[config.mk]
export PLATFORM = sky130hd
export DESIGN_NAME = clock_display_scan
export DESIGN_NICKNAME = d
export VERILOG_FILES = /design/src/rtl/clock_display_scan.sv
export SDC_FILE = /design/constraint.sdc
export NUM_CORES = 1
export LEC_CHECK = 0
export ABC_AREA = 1
export CAP_MARGIN = 40
export CORE_MARGIN = 10
export CORE_UTILIZATION = 54
export DETAILED_ROUTE_END_ITERATION = 8
export GPL_TIMING_DRIVEN = 1
export HOLD_SLACK_MARGIN = 0.1
export PLACE_DENSITY = 0.83
export SETUP_SLACK_MARGIN = 0.3
export SLEW_MARGIN = 20
export SYNTH_ARGS = -nofsm -noshare
export SYNTH_HDL_FRONTEND = slang
export SYNTH_SLANG_ARGS = --single-unit
[constraint.sdc]
create_clock -name clk -period 4.8 [get_ports clk]
set_input_delay 0.72 -clock clk [delete_from_list [all_inputs] [get_ports clk]]
set_output_delay 0.72 -clock clk [all_outputs]
set_load 0.02 [all_outputs]
[src/rtl/clock_display_scan.sv]
// Multiplexed 6-digit HH.MM.SS display driver for a common-anode 7-seg module.
// Fields are snapshotted once per frame and converted to BCD by repeated subtraction.
module clock_display_scan #(
   parameter int CLK_HZ   = 100_000_000,
   parameter int SCAN_HZ  = 1000,
   parameter int BLINK_HZ = 2
) (
   input  logic       clk,
   input  logic       reset,
   input  logic [7:0] hours,
   input  logic [7:0] minutes,
   input  logic [7:0] seconds,
   input  logic       set_mod,
   input  logic [2:0] pos,
   output logic [7:0] an,
   output logic [7:0] seg
);
   // state   | meaning
   // S_IDLE  | waiting for the frame-start snapshot
   // S_LOAD  | fetch the selected field into the remainder register
   // S_SUB   | subtract 10 per clock, counting tens
   // S_NEXT  | store the field's digits, advance sec -> min -> hr
   // S_COMMIT| copy staged digits to the display registers
   typedef enum logic [2:0] {S_IDLE, S_LOAD, S_SUB, S_NEXT, S_COMMIT} conv_state_t;

   localparam int DIV = CLK_HZ / SCAN_HZ;
   localparam int HB  = CLK_HZ / (2 * BLINK_HZ);
   localparam int DW  = $clog2(DIV);
   localparam int HW  = $clog2(HB);
   localparam logic [3:0] DASH = 4'hF;

   logic [DW-1:0]     tick_cnt_q;
   logic [2:0]        idx_q;
   logic [7:0]        an_q, seg_q;
   logic              tick_w;
   logic [3:0]        digit_w;
   logic [6:0]        code_w;

   conv_state_t       state_q, state_d;
   logic [2:0][7:0]   snap_q, snap_d;
   logic [1:0]        fsel_q, fsel_d;
   logic [7:0]        rem_q, rem_d;
   logic [3:0]        tens_q, tens_d;
   logic              dash_q, dash_d;
   logic [5:0][3:0]   stg_q, stg_d;
   logic [5:0][3:0]   disp_q, disp_d;

   logic [2:0]        pos_q;
   logic [HW-1:0]     blink_cnt_q;
   logic              phase_q;
   logic [7:0]        blank_w;

   assign tick_w  = (tick_cnt_q == DW'(DIV - 1));
   assign digit_w = disp_q[idx_q];

   always_comb begin
      case (digit_w)
         4'd0:    code_w = 7'h40;
         4'd1:    code_w = 7'h79;
         4'd2:    code_w = 7'h24;
         4'd3:    code_w = 7'h30;
         4'd4:    code_w = 7'h19;
         4'd5:    code_w = 7'h12;
         4'd6:    code_w = 7'h02;
         4'd7:    code_w = 7'h78;
         4'd8:    code_w = 7'h00;
         4'd9:    code_w = 7'h10;
         default: code_w = 7'h3F;
      endcase
   end

   // an/seg show the digit at idx_q, then idx_q moves on to the next one
   always_ff @(posedge clk or posedge reset) begin
      if (reset) begin
         tick_cnt_q <= '0;
         idx_q      <= 3'd0;
         an_q       <= 8'hFF;
         seg_q      <= 8'hFF;
      end else if (tick_w) begin
         tick_cnt_q <= '0;
         idx_q      <= (idx_q == 3'd5) ? 3'd0 : idx_q + 3'd1;
         an_q       <= ~(8'd1 << idx_q);
         seg_q      <= {~((idx_q == 3'd2) || (idx_q == 3'd4)), code_w};
      end else begin
         tick_cnt_q <= tick_cnt_q + 1'b1;
      end
   end

   always_ff @(posedge clk or posedge reset) begin
      if (reset) begin
         state_q <= S_IDLE;
         snap_q  <= '0;
         fsel_q  <= 2'd0;
         rem_q   <= 8'd0;
         tens_q  <= 4'd0;
         dash_q  <= 1'b0;
         stg_q   <= '0;
         disp_q  <= '0;
      end else begin
         state_q <= state_d;
         snap_q  <= snap_d;
         fsel_q  <= fsel_d;
         rem_q   <= rem_d;
         tens_q  <= tens_d;
         dash_q  <= dash_d;
         stg_q   <= stg_d;
         disp_q  <= disp_d;
      end
   end

   always_comb begin
      state_d = state_q;
      snap_d  = snap_q;
      fsel_d  = fsel_q;
      rem_d   = rem_q;
      tens_d  = tens_q;
      dash_d  = dash_q;
      stg_d   = stg_q;
      disp_d  = disp_q;
      case (state_q)
         S_IDLE: begin
            if (tick_w && (idx_q == 3'd5)) begin
               snap_d  = {hours, minutes, seconds};
               fsel_d  = 2'd0;
               state_d = S_LOAD;
            end
         end
         S_LOAD: begin
            rem_d   = snap_q[fsel_q];
            tens_d  = 4'd0;
            dash_d  = (snap_q[fsel_q] >= 8'd100);
            state_d = (snap_q[fsel_q] >= 8'd100) ? S_NEXT : S_SUB;
         end
         S_SUB: begin
            if (rem_q >= 8'd10) begin
               rem_d  = rem_q - 8'd10;
               tens_d = tens_q + 4'd1;
            end else begin
               state_d = S_NEXT;
            end
         end
         S_NEXT: begin
            stg_d[{fsel_q, 1'b0}] = dash_q ? DASH : rem_q[3:0];
            stg_d[{fsel_q, 1'b1}] = dash_q ? DASH : tens_q;
            if (fsel_q == 2'd2) begin
               state_d = S_COMMIT;
            end else begin
               fsel_d  = fsel_q + 2'd1;
               state_d = S_LOAD;
            end
         end
         S_COMMIT: begin
            disp_d  = stg_q;
            state_d = S_IDLE;
         end
         default: state_d = S_IDLE;
      endcase
   end

   // a cursor move restarts the blink so the new digit is seen at once
   always_ff @(posedge clk or posedge reset) begin
      if (reset) begin
         pos_q       <= 3'd0;
         blink_cnt_q <= '0;
         phase_q     <= 1'b0;
      end else begin
         pos_q <= pos;
         if (!set_mod || (pos != pos_q)) begin
            blink_cnt_q <= '0;
            phase_q     <= 1'b0;
         end else if (blink_cnt_q == HW'(HB - 1)) begin
            blink_cnt_q <= '0;
            phase_q     <= ~phase_q;
         end else begin
            blink_cnt_q <= blink_cnt_q + 1'b1;
         end
      end
   end

   always_comb begin
      blank_w = 8'h00;
      if (phase_q && (pos_q <= 3'd5))
         blank_w = 8'd1 << pos_q;
   end

   assign an  = an_q | blank_w;
   assign seg = seg_q;

endmodule

==> out/results.ini <==
[floorplanning]
start_util_pct = 55.6
num_rows = 43
die_y_microns = 140
core_area_sq_um = 14000
die_w_microns = 140
dieArea_sq_um = 19600
ios = 46

[layout]
antenna_cells = 0
finalNetCount = 1079
syn_to_final_growth_pct = 15.9
fillers = 1151
fin_util_pct = 64.4
drive_above_1_share_pct = 8.30

[place]
pre_cts_ws_ps = 2130
gp_congestion = 0.862
io_buffers = 45
hpwl_mm = 11.9

[clocking]
post_cts_resized = 0
insertion_delay_ps = 430
clkSinkCount = 155
cts_tree = yes
clkTransAtPathRegs_ps = 60
clockBufferDepth = 2
cts_hold_buf = 0
cts_root_buf = clkbuf_16
h-tree-depth = 4
cts_setup_buffers = 0
cts_buffers = 17

[synthesis]
synth_edf_count = 0
yosysMostFrequentCell = nand2_1
synth_common_cells = 264 x nand2_1, 143 x inv_1, 139 x dfrtp_1, 90 x o21ai_0, 89 x nor2_1
synth.area.top_cells = dfrtp_1 45%, nand2_1 13%, inv_1 6.9%, o21ai_0 5.8%, dfstp_2 5.4%
yosysTopAreaCell = dfrtp_1
yosysSeqAreaShare_pct = 50.1
synth-seq-cells = 155
synth_area_sq_um = 7770
synth_warnings = 0
syn_area_per_cell_sq_um = 7.85
synthesis.nets = 1034
ys.flop_type = dfrtp_1
synth.distinct_cells = 37
ys_async_sr_fraction_pct = 100
netlist_instances = 990
synth_top_area_share_pct = 44.7

[sta]
fin_tns_setup_ps = 0
setup_viol = 0
slew_viol_final = 0
setup_slack_ps = 2050
rsz0062_at_grt = false
hold_ws_ps = 473
timing.final.crit_share_pct = 57.3
layout_min_cycle_time_ps = 2750
finClkSkew_ps = 11.4
hold_violations = 0
max_clock_freq_mhz = 364
worstMarginPinSlew_ps = 601
relSlewSlack_pct = 59.6

[power]
total_power_mw = 2.76
peakVddDrop_uv = 304
p_leak_nw = 4.29
power_density_nw_per_um2 = 306

[global_route]
grt.total_usage_pct = 17.9
antenna_found_initial = 0
grt.overflow.total = 0
grt_pass1_wl_mm = 29.4
first_global_vias = 6526
grt_start_max_net_pins = 117

[critical_path]
slowest_delay_ps = 500
start_kind = register
worst-path-max-fanout = 26
crit_arrival_ps = 3070
cp-end-kind = register
path_cells = ha_1, nand2_1, nor2_4, inv_2, nor2_2, nand2_2, clkinv_2, nand3_2, buf_16, nor2_1, a21oi_2
worstSetupPathType = reg2reg
cp_num_buf_inv = 3
required_ps = 5120
cp_top_family = simple AND/OR/NAND/NOR gates
cp_slowest_cell = nand3_2

[min_path]
hp-class = reg2reg

[routing]
vias = 6533
highest_layer = met4
wl_met2_mm = 8.51
met1_length_mm = 7.57
drt-total-wl_mm = 17.4
wire_per_inst_microns = 14.1
vias_per_cell = 5.32
drc = 0
drt-initial-drc-count = 463
final_antenna_net_count = 0
drtPass1Iterations = 5
dr_wl_met3_microns = 827

[run_status]
outcome = completed

[flow_run]
drv_cap = 0

==> metal layers <==
metal	track usage (%)	vias up
li1	-	3221
met1	21.1	3076
met2	30.3	186
met3	4.29	50
met4	7.83	0
met5	0	-
==> sequential cells by signal, summed over array words and instances (netlist names), 4 cells and up <==
register and cells:
disp_q 24, blink_cnt_q 25, an_q 8, tens_q 4, rem_q 8, snap_q 24
tick_cnt_q 17, stg_q 24, seg 8
==> stage by stage <==
step	std cells	instance area (sq um)
after floorplan	990	7780
after global placement	1192	8350
after detailed placement	1196	8420
after CTS	1228	9010
after global routing	1228	9010
final	1228	9010
==> kinds of logic (layout without fill, tap and decap cells) <==
family | after synthesis | in the layout | share of synthesized area, %
and+or+nand+nor | 480 | 480 | 26.1
buffers and inverters | 178 | 236 | 9.08
DFF | 155 | 155 | 50.1
AOI/OAI and AO/OA | 146 | 146 | 10.5
xor gates and xnor gates | 17 | 17 | 1.91
adders and majority gates | 14 | 14 | 2.25
==> cell type report <==
type                            instances  area (sq um)  area share [%]
Inverter                              153           579            6.43
Clock buffer                           21           450            5.00
Clock inverter                         11           143            1.58
Sequential cell                       155          3900            43.2
Multi-Input combinational cell        657          3170            35.2
Timing Repair Buffer                   51           548            6.08
Tap cell                              180           225            2.50
==> final timing paths <==
check / start / end / slack [ps] / cells after the start
max: tick_cnt_q[0] / snap_q[11] / 2050 / 11
min reg2reg: seg[5] / seg[5] / 470 / 2
max in group asynchronous: reset / tick_cnt_q[8] / 3010 / 4
max reg2reg: tick_cnt_q[0] / snap_q[11] / 2050 / 11
min in group asynchronous: reset / snap_q[2] / 660 / 2
min: seg[5] / seg[5] / 470 / 2
==> report_power, final <==
group | total, mW | internal [mW] | switching [mW]
logic | 0.0799 | 0.0330 | 0.0469
clock network | 1.36 | 0.829 | 0.534
registers | 1.32 | 1.31 | 0.00419
==> cells in the final DEF, fill, tap and decap left out, types with 5 or more instances in the layout <==
cell type / instances
nor2_1: 89
nand2_1: 264
nand3_1: 61
o21ai_1: 11
inv_2: 7
nand4_1: 10
nor3b_1: 5
dfstp_2: 16
ha_1: 14
a21oi_2: 10
inv_1: 142
xor2_1: 17
dfrtp_1: 139
o21ai_0: 90
o21ai_2: 5
clkinv_2: 5
a21oi_1: 18
clkbuf_16: 17
nor3_1: 33
clkdlybuf4s50_1: 45
==> worst min-delay path, cell delays in order, from the launching register on <==
cell and delay, ps:
dfstp_2 370, nand2_1 60, nand2_1 50
Note: power is estimated with default switching activity, not from simulation.
